===== config.mk =====
export PLATFORM = sky130hd
export DESIGN_NAME = mem_port_arbiter
export DESIGN_NICKNAME = d
export VERILOG_FILES = /design/src/rtl/mem_port_arbiter_pkg.sv /design/src/rtl/mem_port_arbiter_instr_assembler.sv /design/src/rtl/mem_port_arbiter.sv
export SDC_FILE = /design/constraint.sdc
export NUM_CORES = 1
export LEC_CHECK = 0
export ABC_AREA = 1
export BUFFER_PORTS_ARGS = -buffer_cell sky130_fd_sc_hd__buf_4
export CORE_ASPECT_RATIO = 0.8
export CORE_MARGIN = 3
export CORE_UTILIZATION = 55
export DETAILED_ROUTE_END_ITERATION = 10
export PLACE_DENSITY_LB_ADDON = 0.05
export SLEW_MARGIN = 40
export SYNTH_ARGS = -nofsm -noshare
export SYNTH_HDL_FRONTEND = slang
export SYNTH_SLANG_ARGS = --single-unit

===== constraint.sdc =====
create_clock -name CLK -period 4.2 [get_ports CLK]
set_clock_uncertainty 0.05 [all_clocks]
set_input_delay 0.63 -clock CLK [delete_from_list [all_inputs] [get_ports CLK]]
set_output_delay 0.63 -clock CLK [all_outputs]
set_load 0.05 [all_outputs]

===== src/rtl/mem_port_arbiter_pkg.sv =====
// Shared definitions for the fetch/data memory port arbiter.
package mem_port_arbiter_pkg;

  // Arbiter sequencing states
  typedef enum logic [2:0] {
    IDLE,
    DATA,
    FETCH,
    DONE_D,
    DONE_F
  } state_t;

  // One instruction is fetched as this many byte beats
  localparam int unsigned BEATS  = 4;
  localparam int unsigned BEAT_W = 2;

endpackage


===== src/rtl/mem_port_arbiter_instr_assembler.sv =====
// Collects fetch bytes into a shadow register and commits the whole
// little-endian instruction on the final beat only.
import mem_port_arbiter_pkg::*;

module instr_assembler (
  input  logic              clk,
  input  logic              rst_n,
  input  logic              beat_done,
  input  logic [BEAT_W-1:0] beat,
  input  logic              commit_en,
  input  logic [7:0]        rdata,
  output logic [31:0]       instr
);

  logic [23:0] shadow;

  // Store bytes 0..2 into their lanes; byte 3 completes and commits the word
  always_ff @(posedge clk or negedge rst_n) begin
    if (!rst_n) begin
      shadow <= '0;
      instr  <= '0;
    end else if (beat_done) begin
      case (beat)
        2'd0:    shadow[7:0]   <= rdata;
        2'd1:    shadow[15:8]  <= rdata;
        2'd2:    shadow[23:16] <= rdata;
        default: if (commit_en) instr <= {rdata, shadow};
      endcase
    end
  end

endmodule


===== src/rtl/mem_port_arbiter.sv =====
// Shares one byte-wide memory between the instruction-fetch port (4-beat
// fetch) and the data port (single byte read/write).
import mem_port_arbiter_pkg::*;

module mem_port_arbiter #(
  parameter int unsigned AW         = 8,
  parameter int unsigned STARVE_MAX = 4
) (
  input  logic          CLK,
  input  logic          RESET_N,
  input  logic          IF_REQ,
  input  logic [AW-1:0] IF_ADDR,
  output logic [31:0]   IF_INSTR,
  output logic          IF_BUSYWAIT,
  input  logic          D_READ,
  input  logic          D_WRITE,
  input  logic [AW-1:0] D_ADDR,
  input  logic [7:0]    D_WDATA,
  output logic [7:0]    D_RDATA,
  output logic          D_BUSYWAIT,
  output logic          M_READ,
  output logic          M_WRITE,
  output logic [AW-1:0] M_ADDR,
  output logic [7:0]    M_WDATA,
  input  logic [7:0]    M_RDATA,
  input  logic          M_BUSYWAIT
);

  localparam int unsigned SW = $clog2(STARVE_MAX + 1);

  state_t            state, state_nxt;
  logic [BEAT_W-1:0] beat;
  logic [SW-1:0]     starve_cnt;
  logic              grant_d, grant_f;
  logic              beat_done, last_beat, d_req;

  assign d_req     = D_READ | D_WRITE;
  assign beat_done = (M_READ | M_WRITE) & ~M_BUSYWAIT;
  assign last_beat = (beat == BEAT_W'(BEATS - 1));

  // Stall each requester while its request is up, except in its DONE cycle
  assign IF_BUSYWAIT = RESET_N & IF_REQ & (state != DONE_F);
  assign D_BUSYWAIT  = RESET_N & d_req & (state != DONE_D);

  // State register
  always_ff @(posedge CLK or negedge RESET_N) begin
    if (!RESET_N) state <= IDLE;
    else          state <= state_nxt;
  end

  // Next state and grants; data wins unless fetch has been starved too long
  always_comb begin
    state_nxt = state;
    grant_d   = 1'b0;
    grant_f   = 1'b0;
    case (state)
      IDLE: begin
        if (IF_REQ && starve_cnt == SW'(STARVE_MAX)) grant_f = 1'b1;
        else if (d_req)                                grant_d = 1'b1;
        else if (IF_REQ)                               grant_f = 1'b1;
        if (grant_d)      state_nxt = DATA;
        else if (grant_f) state_nxt = FETCH;
      end
      DATA:    if (beat_done) state_nxt = DONE_D;
      FETCH:   if (beat_done && last_beat) state_nxt = DONE_F;
      DONE_D:  state_nxt = IDLE;
      DONE_F:  state_nxt = IDLE;
      default: state_nxt = IDLE;
    endcase
  end

  // Count data grants taken while a fetch is waiting
  always_ff @(posedge CLK or negedge RESET_N) begin
    if (!RESET_N)                starve_cnt <= '0;
    else if (!IF_REQ || grant_f) starve_cnt <= '0;
    else if (grant_d)            starve_cnt <= starve_cnt + SW'(1);
  end

  // Memory strobes, beat sequencing and data read capture
  always_ff @(posedge CLK or negedge RESET_N) begin
    if (!RESET_N) begin
      beat    <= '0;
      M_READ  <= 1'b0;
      M_WRITE <= 1'b0;
      M_ADDR  <= '0;
      M_WDATA <= '0;
      D_RDATA <= '0;
    end else if (grant_d) begin
      M_WRITE <= D_WRITE;
      M_READ  <= ~D_WRITE;
      M_ADDR  <= D_ADDR;
      M_WDATA <= D_WDATA;
    end else if (grant_f) begin
      beat   <= '0;
      M_READ <= 1'b1;
      M_ADDR <= IF_ADDR;
    end else if (beat_done) begin
      if (state == FETCH && !last_beat) begin
        beat   <= beat + BEAT_W'(1);
        M_ADDR <= M_ADDR + AW'(1);
      end else begin
        M_READ  <= 1'b0;
        M_WRITE <= 1'b0;
      end
      // A read whose request was withdrawn mid-beat is discarded
      if (state == DATA && !M_WRITE && D_READ && !D_WRITE) D_RDATA <= M_RDATA;
    end
  end

  instr_assembler u_asm (
    .clk       (CLK),
    .rst_n     (RESET_N),
    .beat_done (beat_done && state == FETCH),
    .beat      (beat),
    .commit_en (IF_REQ),
    .rdata     (M_RDATA),
    .instr     (IF_INSTR)
  );

endmodule

==> summary.md <==
| Metric | Value |
|---|---|
| Root Driver | `clkbuf_8` |
| Gate Count Post-Synth | `476` |
| Post-synth EDFFs | `0` |
| Row count | `27` |
| Dominant synthesized flop cell | `dfrtp_1` |
| Status | `finished, final reports clean` |
| Post-CTS Hold Buffers | `0` |
| Die height | `~83 microns` |
| Startpoint types | `input port` |
| TritonCTS Sinks | `90` |
| Latest clock arrival within the worst-skew pair | `around 0.35 ns` |
| Setup TNS | `0 ns` |
| Nets | `~620` |
| Grt ovf | `0` |
| GRT Total Usage | `0.231` |
| CP Data Arrival Time | `~1.7 ns` |
| Mean area per synthesized cell | `around 8.6 sq um` |
| Area grow syn2layout | `22.7%` |
| Htree depth | `3` |
| Total wire length | `between 9 and 10 mm` |
| Hold Crit Class | `input port to asynchronous set/reset pin` |
| Reg clk slew, reported paths | `roughly 0.09 ns` |
| Syn Nets | `522` |
| DR pass1 iterations | `4` |
| Post-Syn Area | `~4100 sq um` |
| Leak | `2.71 nW` |
| Final worst-path cycle share | `0.570` |
| Util after Layout | `0.712` |
| Fmax | `approximately 420 MHz` |
| Cell taking the most area after synthesis | `dfrtp_1` |
| Routed wire per std cell | `13.7 microns` |
| DRT antenna net count | `0` |
| Port bufs | `97` |
| Slew Viols, Final | `0` |
| Setup bufs post-CTS | `0` |
| Clock Tree Buf Depth | `2` |
| # diodes | `0` |
| Most common cell after layout, fill and taps aside | `nand2_1` |
| Largest net degree at the start of global routing | `65` |
| Core Box Area | `between 7000 and 8000 sq um` |
| Endpoint class of the critical path | `output pin` |
| WS Path Type | `input port to output pin` |
| Least-Margin Pin Slew | `~0.7 ns` |
| Slew HR | `0.519` |
| Flops & latches, synth | `90` |
| Synth top area share | `0.550` |
| Final setup viols | `0` |
| Antenna violations before repair | `0` |
| Drt initial violations | `172` |
| DP Wirelength | `6.50 mm` |
| I/O Pins | `98` |
| PD cells | `~700 nW/um^2` |
| Via Count | `~3400` |
| Vias in the first global route | `3336` |
| Worst path required time | `around 3.5 ns` |
| Die area | `8520 sq um` |
| Initial Util | `0.580` |
| Maximum vdd drop | `0.499 mV` |
| Ys async rst share | `1.00` |
| Gp weighted congestion | `0.842` |
| Max_cap viols | `0` |
| Die width | `slightly above 100 microns` |
| Share of layout cells above drive strength 1 | `0.237` |
| Post-synth cell types | `30` |
| Min cycle time layout | `~2.4 ns` |
| Yosys warns | `0` |
| CTS tree | `yes` |
| Drt via density | `5.08` |
| Critical path fanouts, max | `45` |
| First-pass GRT wire length | `around 16 mm` |
| Largest cells by area after synthesis | `dfrtp_1 (55%), nand2_1 (13%), inv_1 (5.9%)` |
| # DRC | `0` |
| Post-CTS sizing | `0` |
| Final hold violations | `0` |
| RSZ-0062 raised after global routing | `no` |
| CTS Buf Count | `9` |
| Commonest cells after routing, fill and taps aside | `nand2_1 (143), buf_4 (98), dfrtp_1 (90), inv_1 (64), o21ai_0 (35)` |
| Part of the Yosys area used for sequential elements | `0.550` |
[final timing paths]
kind | slack (ns) | startpoint | depth (start not counted) | end
worst min-delay path | 0.21 | RESET_N | 1 | M_ADDR[4]
worst max register to register | 2.29 | M_WRITE | 7 | u_asm.instr[1]
worst max-delay path | 1.80 | RESET_N | 4 | D_BUSYWAIT
min in group CLK | 0.42 | D_WDATA[4] | 3 | M_WDATA[4]
max in group asynchronous | 2.89 | RESET_N | 2 | u_asm.shadow[13]
worst min register to register | 0.43 | M_WDATA[4] | 2 | M_WDATA[4]
[kinds of logic after synthesis]
group,after synthesis,share of synthesized area
simple gates,207,0.224
xor+xnor,3,0.00642
flops,90,0.550
compound gates,82,0.106
fa+ha+maj,8,0.0245
buf+inv,86,0.0886
[state kept, by name (all words and copies together), names as in the netlist]
name	count
u_asm.instr	32
u_asm.shadow	24
D_RDATA	8
M_ADDR	8
M_WDATA	8
starve_cnt	3
state	3
beat	2
M_READ	1
M_WRITE	1
[power breakdown]
part | leakage (nW) | internal (mW) | switching (mW) | total, mW
sequential | 1.17 | 1.14 | 0.205 | 1.35
combinational | 1.44 | 0.495 | 1.12 | 1.62
clock | 0.0989 | 0.239 | 0.315 | 0.554
total | 2.71 | 1.88 | 1.64 | 3.52
[layout make-up]
class                           instances  area (sq um)
Clock buffer                           10           138
Clock inverter                          6          47.5
Fill cell                             583          2040
Inverter                               70           263
Multi-Input combinational cell        300          1480
Sequential cell                        90          2250
Tap cell                               87           109
Timing Repair Buffer                   98           736
[through the flow]
| step | power (mW) | setup WS (ns) | hold WS, ns | std cells | instance area (sq um) |
|---|---|---|---|---|---|
| 2_1_floorplan | 2.53 | 1.49 | 0.284 | 476 | 4090 |
| 3_3_place_gp | 2.94 | 1.79 | 0.407 | 645 | 4840 |
| 3_5_place_dp | 2.98 | 1.75 | 0.412 | 645 | 4840 |
| 4_1_cts | 3.55 | 1.76 | 0.218 | 661 | 5020 |
| 5_1_grt | 3.77 | 1.63 | 0.251 | 661 | 5020 |
| 6_report | 3.52 | 1.80 | 0.214 | 661 | 5020 |
[metal layers]
metal | routed length (microns) | vias to the layer above | share of wire | global-route usage
li1 | - | 1681 | - | -
met1 | 4250 | 1566 | 0.47 | 0.330
met2 | 4080 | 100 | 0.45 | 0.345
met3 | 626 | 8 | 0.069 | 0.0680
met4 | 87 | 0 | 0.0096 | 0.0632
met5 | 0 | - | 0 | 0
[critical path, cell delays in order]
cell and delay, ns:
buf_4 0.45, inv_1 0.12, a311oi_1 0.27, buf_4 0.24
[cell usage after synthesis, types with 3 or more instances]
| cell type | number |
|---|---|
| dfrtp_1 | 90 |
| buf_4 | 3 |
| inv_2 | 6 |
| nor2_2 | 3 |
| o21ai_1 | 32 |
| a21oi_1 | 9 |
| ha_1 | 8 |
| nand2_2 | 6 |
| nor2_1 | 16 |
| o21ai_0 | 35 |
| nand3_1 | 28 |
| buf_2 | 11 |
| inv_1 | 64 |
| nand2_1 | 143 |
(Power assumes the default switching activity.)
